$ cat config.mk
export PLATFORM = sky130hd
export DESIGN_NAME = regfile_wb_arbiter
export DESIGN_NICKNAME = d
export VERILOG_FILES = /design/src/rtl/regfile_wb_arbiter.sv
export SDC_FILE = /design/constraint.sdc
export NUM_CORES = 1
export LEC_CHECK = 0
export ABC_CLOCK_PERIOD_IN_PS = 3350
export BUFFER_PORTS_ARGS = -buffer_cell sky130_fd_sc_hd__buf_4
export CORE_UTILIZATION = 54
export DETAILED_ROUTE_END_ITERATION = 10
export PLACE_DENSITY = 0.87
export SKIP_CTS_REPAIR_TIMING = 1
export SLEW_MARGIN = 15
export SYNTH_ARGS = -nofsm -noshare
export SYNTH_HDL_FRONTEND = slang
export SYNTH_SLANG_ARGS = --single-unit
export TNS_END_PERCENT = 1
$ cat constraint.sdc
create_clock -name clk -period 3.35 [get_ports clk]
set_clock_uncertainty 0.2 [all_clocks]
set_input_delay 0.67 -clock clk [delete_from_list [all_inputs] [get_ports clk]]
set_output_delay 0.67 -clock clk [all_outputs]
set_load 0.05 [all_outputs]
$ cat src/rtl/regfile_wb_arbiter.sv
// Writeback arbiter between the ALU and load paths with a pending-write scoreboard.
// Grants are registered; hazards are read combinationally from the registered scoreboard.
module regfile_wb_arbiter (
    input  logic        clk,
    input  logic        reset,
    input  logic        alu_wb_valid,
    input  logic [4:0]  alu_wb_addr,
    input  logic [31:0] alu_wb_data,
    output logic        alu_wb_ack,
    input  logic        mem_wb_valid,
    input  logic [4:0]  mem_wb_addr,
    input  logic [31:0] mem_wb_data,
    output logic        mem_wb_ack,
    input  logic        rsv_valid,
    input  logic [4:0]  rsv_addr,
    input  logic [4:0]  chk_addr_a,
    input  logic [4:0]  chk_addr_b,
    output logic        hazard_a,
    output logic        hazard_b,
    output logic        reg_wr_en,
    output logic [4:0]  reg_wr_addr,
    output logic [31:0] reg_wr_data,
    output logic [31:0] pending
);

    logic        alu_elig_s;
    logic        mem_elig_s;
    logic        grant_alu_s;
    logic        grant_mem_s;
    logic        grant_s;
    logic [4:0]  grant_addr_s;
    logic [31:0] grant_data_s;
    logic [31:0] pending_next_s;
    logic        alu_first_r;

    // A requester whose ack is high this cycle is being consumed and must not be re-granted.
    always_comb begin
        alu_elig_s  = alu_wb_valid & ~alu_wb_ack;
        mem_elig_s  = mem_wb_valid & ~mem_wb_ack;
        grant_alu_s = 1'b0;
        grant_mem_s = 1'b0;
        if (alu_elig_s && mem_elig_s) begin
            grant_alu_s = alu_first_r;
            grant_mem_s = ~alu_first_r;
        end else begin
            grant_alu_s = alu_elig_s;
            grant_mem_s = mem_elig_s;
        end
        grant_s      = grant_alu_s | grant_mem_s;
        grant_addr_s = grant_alu_s ? alu_wb_addr : mem_wb_addr;
        grant_data_s = grant_alu_s ? alu_wb_data : mem_wb_data;
    end

    // Scoreboard update: clear on writeback first, so a same-edge reservation wins.
    always_comb begin
        pending_next_s = pending;
        if (grant_s && (grant_addr_s != 5'd0)) begin
            pending_next_s[grant_addr_s] = 1'b0;
        end else begin
            pending_next_s[0] = 1'b0;
        end
        if (rsv_valid && (rsv_addr != 5'd0)) begin
            pending_next_s[rsv_addr] = 1'b1;
        end else begin
            pending_next_s[0] = 1'b0;
        end
        pending_next_s[0] = 1'b0;
    end

    // Registered grant, write port, round-robin pointer and scoreboard.
    always_ff @(posedge clk or negedge reset) begin
        if (!reset) begin
            alu_wb_ack  <= 1'b0;
            mem_wb_ack  <= 1'b0;
            reg_wr_en   <= 1'b0;
            reg_wr_addr <= 5'd0;
            reg_wr_data <= 32'd0;
            pending     <= 32'd0;
            alu_first_r <= 1'b1;
        end else begin
            alu_wb_ack <= grant_alu_s;
            mem_wb_ack <= grant_mem_s;
            reg_wr_en  <= grant_s & (grant_addr_s != 5'd0);
            pending    <= pending_next_s;
            if (grant_s) begin
                reg_wr_addr <= grant_addr_s;
                reg_wr_data <= grant_data_s;
                alu_first_r <= grant_mem_s;
            end else begin
                reg_wr_addr <= reg_wr_addr;
                reg_wr_data <= reg_wr_data;
                alu_first_r <= alu_first_r;
            end
        end
    end

    assign hazard_a = pending[chk_addr_a];
    assign hazard_b = pending[chk_addr_b];

endmodule

==> qor.yml, run 1 <==
yosys_most_used_dff: "dfrtp_1"
dieArea_mm2: 0.00849
avgSynthCellArea_um2: 9.34
setup_viol: 0
fillers: 544
crit_end: "hazard_a"
synth-seq-area-share_pct: 41.1
synth_area_leaders: "dfrtp_1 40%, mux4_1 8.4%, nand3_1 8.3%, nand2_1 6.8%, o22ai_1 3.4%"
rrSetupSlack_ns: 0.85
swShare_pct: 45.5
report.final.slew_viol_count: 0
synth.most_common_cell: "nand2_1"
synth_fp_nets: 564
synth_cells: 470
p_leak_nw: 2.75
initial_utilization_pct: 56.2
h-tree-depth: 3
ys_warn_count: 0
root_buffer: "clkbuf_8"
track_usage_pct: 31.8
initialDrtViolationCount: 322
critPathLaunchType: "input pin"
r2r_start: "alu_first_r"
cp-end-kind: "output port"
synth_seq_cells: 72
synth_cell_type_count: 52
synth_top_area_cell: "dfrtp_1"
ys_top_cells_by_count: "79 x nand2_1, 73 x nand3_1, 71 x dfrtp_1"
portBuffers: 166
die_y_um: 92.2
fin_crit_ns: 3.17
vias: 4450
worstSkewPairLatency_ns: 0.34
crit_type: "in -> out"
vias_per_cell: 6.17
r2r_cells: 5
p_seq_share_pct: 32.1
multiInputGateArea_mm2: 0.00232
min_path_type: "in -> async"
tns_ns: 0
place_area_mm2: 0.00562
drt-pass1-iter-count: 5
nNetsFinal: 708
antenna_found_initial: 0
finalCritPeriodShare_pct: 94.6
clkSinkCount: 72
max-cap-violations: 0
cts_buffers: 9
worstPathMaxFanout: 9
die_w_um: 92.2
worstPathArrival_ns: 2.30
comb_power_share_pct: 47.5
wl_per_cell_um: 18.0
syn_area_mm2: 0.00439
dpl.hpwl_um: 9650
core-area_mm2: 0.00781
reg2reg_to: "reg_wr_addr[3]"
clockBufferDepth: 2
async_flop_share_pct: 100
ant_nets: 0
grt_pass1_wl_um: 21200
p_int_w: 0.00222
drive_gt1_share_pct: 31.8
status: "finished, final reports clean"
fmax_mhz: 315
layout.area.seq_mm2: 0.00180
power_frac_clock_pct: 20.3
cts_tree: "yes"
worstSetupStartpoint: "chk_addr_a[1]"
overflow: 0
grt_max_degree: 73
max_slew_margin_pct: 40.4
drc: 0
tightest_slew_ns: 0.894
hold_violations: 0
num_antenna_cells: 0
final_area_mm2: 0.00586
power_density_mw_per_mm2: 695
rsz0062_at_grt: "false"
std_cell_rows: 32
clk_pin_slew_ns: 0.08
gp_congestion: 0.887
area_delta_synth_final_pct: 33.6
synth_top_area_share_pct: 40.5
synth_edf_count: 0
worst-endpoint-required_ns: 2.48
routed_wl_um: 13000
p_switching_w: 0.00185
first_global_vias: 4326
irDropWorstVdd_uv: 410
io_pins: 168
## metal layers
layer	up-vias	wire length (um)	global-route usage [%]	share of wire (%)
met5	-	0	0	0
met4	0	257	9.90	2.0
met3	24	1150	8.29	8.9
met2	271	6340	53.2	49
met1	2105	5250	40.4	40
li1	2050	-	-	-
## cells in the final DEF, fill, tap and decap left out, types with 6 or more instances in the layout
cell type  netlist  routed
nand3_1         73      73
a22o_1          12      12
nand4_1          7       7
nand4b_1         7       7
o22ai_1         24      24
clkbuf_8         0       9
dfrtp_1         71      71
a21oi_1          6       6
mux4_1          14      14
inv_1           21      21
buf_4            2     172
nor2b_1          9       7
nand2_1         79      79
nor3b_1          6       6
nor2_1           7       6
a22oi_1         12      12
nor3_1           6       6
## worst min path at each step
stage,start,end,slack [ns]
final,reset,reg_wr_data[20],0.24
after global routing,reset,reg_wr_data[13],0.30
after CTS,reset,pending[26],0.27
after detailed placement,reg_wr_data[24],reg_wr_data[24],0.27
after global placement,reg_wr_data[15],reg_wr_data[15],0.26
after floorplan,reset,alu_wb_ack,0.17
## power groups by stage
stage / Sequential, W / Combinational [W] / Clock (W)
floorplan: 0.00204 / 0.000545 / 0
global placement: 0.00131 / 0.00190 / 0
detailed placement: 0.00132 / 0.00193 / 0
CTS: 0.00131 / 0.00194 / 0.000836
global route: 0.00134 / 0.00204 / 0.000879
finish: 0.00131 / 0.00194 / 0.000829
## stage by stage
stage | cells | util (%) | setup slack [ns] | hold WS, ns | total power (W)
3_3_place_gp | 705 | 72.0 | 0.229 | 0.263 | 0.00322
2_1_floorplan | 470 | - | 0.232 | 0.174 | 0.00259
5_1_grt | 721 | 75.1 | 0.150 | 0.301 | 0.00425
6_report | 721 | 75.1 | 0.180 | 0.239 | 0.00408
4_1_cts | 721 | 75.1 | 0.182 | 0.265 | 0.00408
3_5_place_dp | 705 | 72.0 | 0.180 | 0.267 | 0.00325
## registers in the layout, indices dropped and copies added, names as in the netlist
| signal | count |
|---|---|
| pending | 31 |
| alu_wb_ack | 1 |
| reg_wr_data | 32 |
| reg_wr_en | 1 |
| alu_first_r | 1 |
| reg_wr_addr | 5 |
| mem_wb_ack | 1 |
## kinds of logic (layout without fill, tap and decap cells)
| group | after synthesis | after routing | synth area share, % |
|---|---|---|---|
| buffers and inverters | 61 | 210 | 6.44 |
| other | 1 | 1 | 0.0854 |
| AO/OA/AOI/OAI | 89 | 89 | 15.9 |
| flip-flops | 72 | 72 | 41.1 |
| AND/OR/NAND/NOR | 226 | 226 | 26.5 |
| multiplexers | 21 | 21 | 10.0 |
## area by class of cell
class | count | share of cell area [%]
clock inverters | 7 | 2.05
well taps | 102 | 2.18
multi-input cells | 337 | 39.5
repair buffers | 172 | 22.0
inverters | 22 | 1.41
flip-flops and latches | 72 | 30.7
clock buffers | 9 | 2.11
## worst max-delay path, cell delays in order
cell	delay [ns]
buf_4	0.15
mux4_1	0.58
nand4_1	0.11
nand4_1	0.10
or4_1	0.48
buf_4	0.21
Note: power is estimated with default switching activity, not from simulation.
==> run 2, diff against run 1 <==
--- a/config.mk
+++ b/config.mk
@@ -9,7 +9,7 @@
 export BUFFER_PORTS_ARGS = -buffer_cell sky130_fd_sc_hd__buf_4
 export CORE_UTILIZATION = 54
 export DETAILED_ROUTE_END_ITERATION = 10
-export PLACE_DENSITY = 0.87
+export PLACE_DENSITY = 0.93
 export SKIP_CTS_REPAIR_TIMING = 1
 export SLEW_MARGIN = 15
 export SYNTH_ARGS = -nofsm -noshare
==> qor.yml, run 2 (synthesis gave the netlist of run 1 again) <==
status: "finished, final reports clean"
vias_per_cell: 6.32
die_y_um: 92.2
max-cap-violations: 0
grt_use_met1_pct: 42.9
tns_ns: 0
min_path_type: "in -> async"
routed_wl_um: 14200
path_buf_inv: 2
antenna_found_initial: 0
worstSetupStartpoint: "chk_addr_a[1]"
die_w_um: 92.2
cp-end-kind: "output port"
critPathLaunchType: "input pin"
finalCritPeriodShare_pct: 94.3
final_area_mm2: 0.00588
clk_pin_slew_ns: 0.08
vias: 4567
place_area_mm2: 0.00564
clkSinkCount: 72
initialDrtViolationCount: 366
rrSetupSlack_ns: 0.68
crit_type: "in -> out"
reg2reg_to: "reg_wr_addr[2]"
fin_crit_ns: 3.16
final_common_cell: "buf_4"
drc: 0
dieArea_mm2: 0.00849
cp_top_family: "simple AND/OR/NAND/NOR gates"
nNetsFinal: 710
area_delta_synth_final_pct: 34.0
met2_usage_pct: 57.3
drive_gt1_share_pct: 31.9
largest_reg_flops: 32
irDropWorstVdd_uv: 447
p_total_w: 0.00414
gp_congestion: 0.958
path_cells: "buf_4 > mux2_2 > a221oi_1 > a2111oi_0 > or4_1 > buf_4"
cpMostUsedCell: "buf_4"
initial_utilization_pct: 56.2
top_usage_layer: "met2"
grt_pass1_wl_um: 22300
first_global_vias: 4443
h-tree-depth: 3
wl_per_cell_um: 19.6
worst-endpoint-required_ns: 2.48
track_usage_pct: 34.0
worstPathArrival_ns: 2.29
std_cell_rows: 32
cts_tree: "yes"
max_slew_margin_pct: 29.9
io_pins: 168
critPathSlowestCell: "or4_1"
crit_cells: 6
r2r_start: "alu_first_r"
power_density_mw_per_mm2: 705
portBuffers: 166
hold_violations: 0
use_met3_pct: 7.46
ant_nets: 0
setup_viol: 0
p_leak_nw: 2.76
drt-pass1-iter-count: 5
worstPathMaxFanout: 9
tightest_slew_ns: 1.05
clockBufferDepth: 2
num_antenna_cells: 0
rsz0062_at_grt: "false"
fmax_mhz: 317
dpl.hpwl_um: 10700
layout_common_cells: "174 x buf_4, 79 x nand2_1, 73 x nand3_1"
max_stage_delay_ns: 0.53
reg_top3: "reg_wr_data (32), pending (31), reg_wr_addr (5)"
worstSkewPairLatency_ns: 0.35
overflow: 0
core-area_mm2: 0.00781
cts_buffers: 9
r2r_cells: 6
grt_max_degree: 73
timing.hold.ws_ns: 0.240
largest-register: "reg_wr_data"
report.final.slew_viol_count: 0
root_buffer: "clkbuf_8"
==> run 2: changes by cell type in the layout (fill, tap and decap cells not counted), sizes merged <==
cell,change
clkinv,-1
clkbuf,+2
clkinvlp,-1
buf,+2
==> run 2: worst max-delay path by stage <==
stage | to | slack [ns]
6_report | hazard_a | 0.19
3_5_place_dp | hazard_a | 0.20
3_3_place_gp | hazard_a | 0.24
4_1_cts | hazard_a | 0.20
5_1_grt | hazard_a | 0.11
2_1_floorplan | hazard_a | 0.23
==> run 2: per-layer routing <==
metal,vias up,wire (um)
met5,-,0
met4,0,364
met3,37,1230
met2,280,7080
met1,2198,5510
li1,2052,-
==> run 2: through the flow <==
step | util, % | std cells | setup WS (ns)
3_3_place_gp | 72.2 | 707 | 0.240
5_1_grt | 75.3 | 723 | 0.114
2_1_floorplan | - | 470 | 0.232
3_5_place_dp | 72.2 | 707 | 0.202
6_report | 75.3 | 723 | 0.191
4_1_cts | 75.3 | 723 | 0.204
==> run 2: report_power, final <==
group / switching, W / leakage [nW] / internal [W]
Combinational: 0.00132 / 1.79 / 0.000633
Clock: 0.000335 / 0.124 / 0.000515
Sequential: 0.000245 / 0.846 / 0.00110
==> run 2: area by class of cell <==
cell class,instances,area [um2]
clock buffers,11,141
clock inverters,5,104
fillers,563,1930
inverters,22,82.6
multi-input cells,337,2320
flip-flops and latches,72,1800
well taps,102,128
repair buffers,174,1310
==> run 2: worst register-to-register path, cell delays in order, from the launching register on <==
cell and delay (ns):
dfstp_2 0.65, or3b_1 0.42, nand2_1 0.16, buf_4 0.25
inv_2 0.49, mux2i_1 0.26, o21ai_0 0.08
==> run 3, diff against run 2 <==
--- a/config.mk
+++ b/config.mk
@@ -7,9 +7,11 @@
 export LEC_CHECK = 0
 export ABC_CLOCK_PERIOD_IN_PS = 3350
 export BUFFER_PORTS_ARGS = -buffer_cell sky130_fd_sc_hd__buf_4
-export CORE_UTILIZATION = 54
+export CELL_PAD_IN_SITES_DETAIL_PLACEMENT = 1
+export CELL_PAD_IN_SITES_GLOBAL_PLACEMENT = 2
+export CORE_UTILIZATION = 31
 export DETAILED_ROUTE_END_ITERATION = 10
-export PLACE_DENSITY = 0.93
+export PLACE_DENSITY_LB_ADDON = 0.1
 export SKIP_CTS_REPAIR_TIMING = 1
 export SLEW_MARGIN = 15
 export SYNTH_ARGS = -nofsm -noshare
==> qor.yml, run 3 (synthesis gave the netlist of run 1 again) <==
status: "finished, final reports clean"
h-tree-depth: 3
max_slew_margin_pct: 36.1
timing.hold.ws_ns: 0.271
drc: 0
wl_per_cell_um: 19.8
setup_viol: 0
first_global_vias: 4580
clk_pin_slew_ns: 0.06
core-area_mm2: 0.0138
antenna_found_initial: 0
reg2reg_to: "pending[2]"
overflow: 0
io_pins: 168
cp_top_family: "simple AND/OR/NAND/NOR gates"
cts_tree: "yes"
fin_crit_ns: 3.17
largest_reg_flops: 32
dpl.hpwl_um: 12100
report.final.slew_viol_count: 0
utilization_pct: 43.7
crit_cells: 6
gp_congestion: 0.873
clkSinkCount: 72
tightest_slew_ns: 0.958
crit_type: "in -> out"
cts_buffers: 9
worstSkewPairLatency_ns: 0.34
tns_ns: 0
power_density_mw_per_mm2: 706
layout_common_cells: "175 x buf_4, 79 x nand2_1, 73 x nand3_1"
clockBufferDepth: 2
rsz0062_at_grt: "false"
drt-pass1-iter-count: 4
vias: 4370
final_common_cell: "buf_4"
worstPathMaxFanout: 9
path_cells: "buf_4 > mux2_2 > a221oi_1 > a2111oi_0 > or4_1 > buf_4"
initialDrtViolationCount: 177
reg_top3: "reg_wr_data (32), pending (31), reg_wr_addr (5)"
worstPathArrival_ns: 2.30
max_stage_delay_ns: 0.55
min_path_type: "in -> async"
nNetsFinal: 711
p_leak_nw: 2.79
worst-endpoint-required_ns: 2.48
rrSetupSlack_ns: 0.90
routed_wl_um: 15800
num_antenna_cells: 0
drive_gt1_share_pct: 32.0
irDropWorstVdd_uv: 268
dp_cells: 786
critPathLaunchType: "input pin"
max-cap-violations: 0
finalCritPeriodShare_pct: 94.8
path_buf_inv: 2
portBuffers: 166
r2r_cells: 4
track_usage_pct: 22.6
grt_pass1_wl_um: 25100
cpMostUsedCell: "buf_4"
grt_max_degree: 73
vias_per_cell: 5.45
critPathSlowestCell: "or4_1"
r2r_start: "alu_wb_ack"
die_w_um: 121
fmax_mhz: 315
cp-end-kind: "output port"
initial_utilization_pct: 31.7
die_y_um: 121
root_buffer: "clkbuf_16"
dieArea_mm2: 0.0146
instances_no_fill: 802
hold_violations: 0
std_cell_rows: 43
area_delta_synth_final_pct: 37.6
largest-register: "reg_wr_data"
ant_nets: 0
==> run 3: changes by cell type in the layout (fill, tap and decap cells not counted) <==
| cell | change |
|---|---|
| clkbuf_16 | +9 |
| clkbuf_8 | -9 |
| bufinv_16 | -2 |
| clkinvlp_4 | +1 |
| clkinv_2 | +1 |
| buf_4 | +1 |
==> run 3: cell type report <==
| type | instances | area [um2] |
|---|---|---|
| Clock buffer | 11 | 243 |
| Clock inverter | 5 | 56.3 |
| Fill cell | 1630 | 7790 |
| Inverter | 22 | 82.6 |
| Multi-Input combinational cell | 337 | 2320 |
| Sequential cell | 72 | 1800 |
| Tap cell | 180 | 225 |
| Timing Repair Buffer | 175 | 1310 |
==> run 3: how the worst max path moves through the flow <==
stage	slack (ns)	from	to
floorplan	0.23	chk_addr_a[2]	hazard_a
global placement	0.21	chk_addr_b[1]	hazard_b
detailed placement	0.16	chk_addr_b[1]	hazard_b
CTS	0.16	chk_addr_b[1]	hazard_b
global route	0.09	chk_addr_b[1]	hazard_b
finish	0.18	chk_addr_b[1]	hazard_b
==> run 3: through the flow <==
stage          cell area [um2]  worst slack, ns  power, W
2_1_floorplan             4390            0.232   0.00259
3_3_place_gp              5740            0.208   0.00328
3_5_place_dp              5740            0.162   0.00332
4_1_cts                   6040            0.162   0.00431
5_1_grt                   6040           0.0869   0.00446
6_report                  6040            0.175   0.00426
==> run 3: routing by layer <==
layer  up-vias  part of all wire, %  global-route usage, %
met5         -                    0                      0
met4         0                  3.1                   10.2
met3        33                  5.7                   5.08
met2       138                   49                   37.3
met1      2144                   43                   28.1
li1       2055                    -                      -
==> run 3: report_power, final <==
| group | internal, W | switching (W) | total (W) |
|---|---|---|---|
| sequential | 0.00110 | 0.000240 | 0.00134 |
| combinational | 0.000633 | 0.00132 | 0.00195 |
| clock | 0.000595 | 0.000375 | 0.000970 |
| total | 0.00233 | 0.00193 | 0.00426 |
==> run 3: worst register-to-register path, stage by stage (launching register included) <==
cell and delay, ns:
dfrtp_1 0.40, nand2b_1 0.40, nor4b_1 0.84, o22ai_1 0.26, a22o_1 0.24
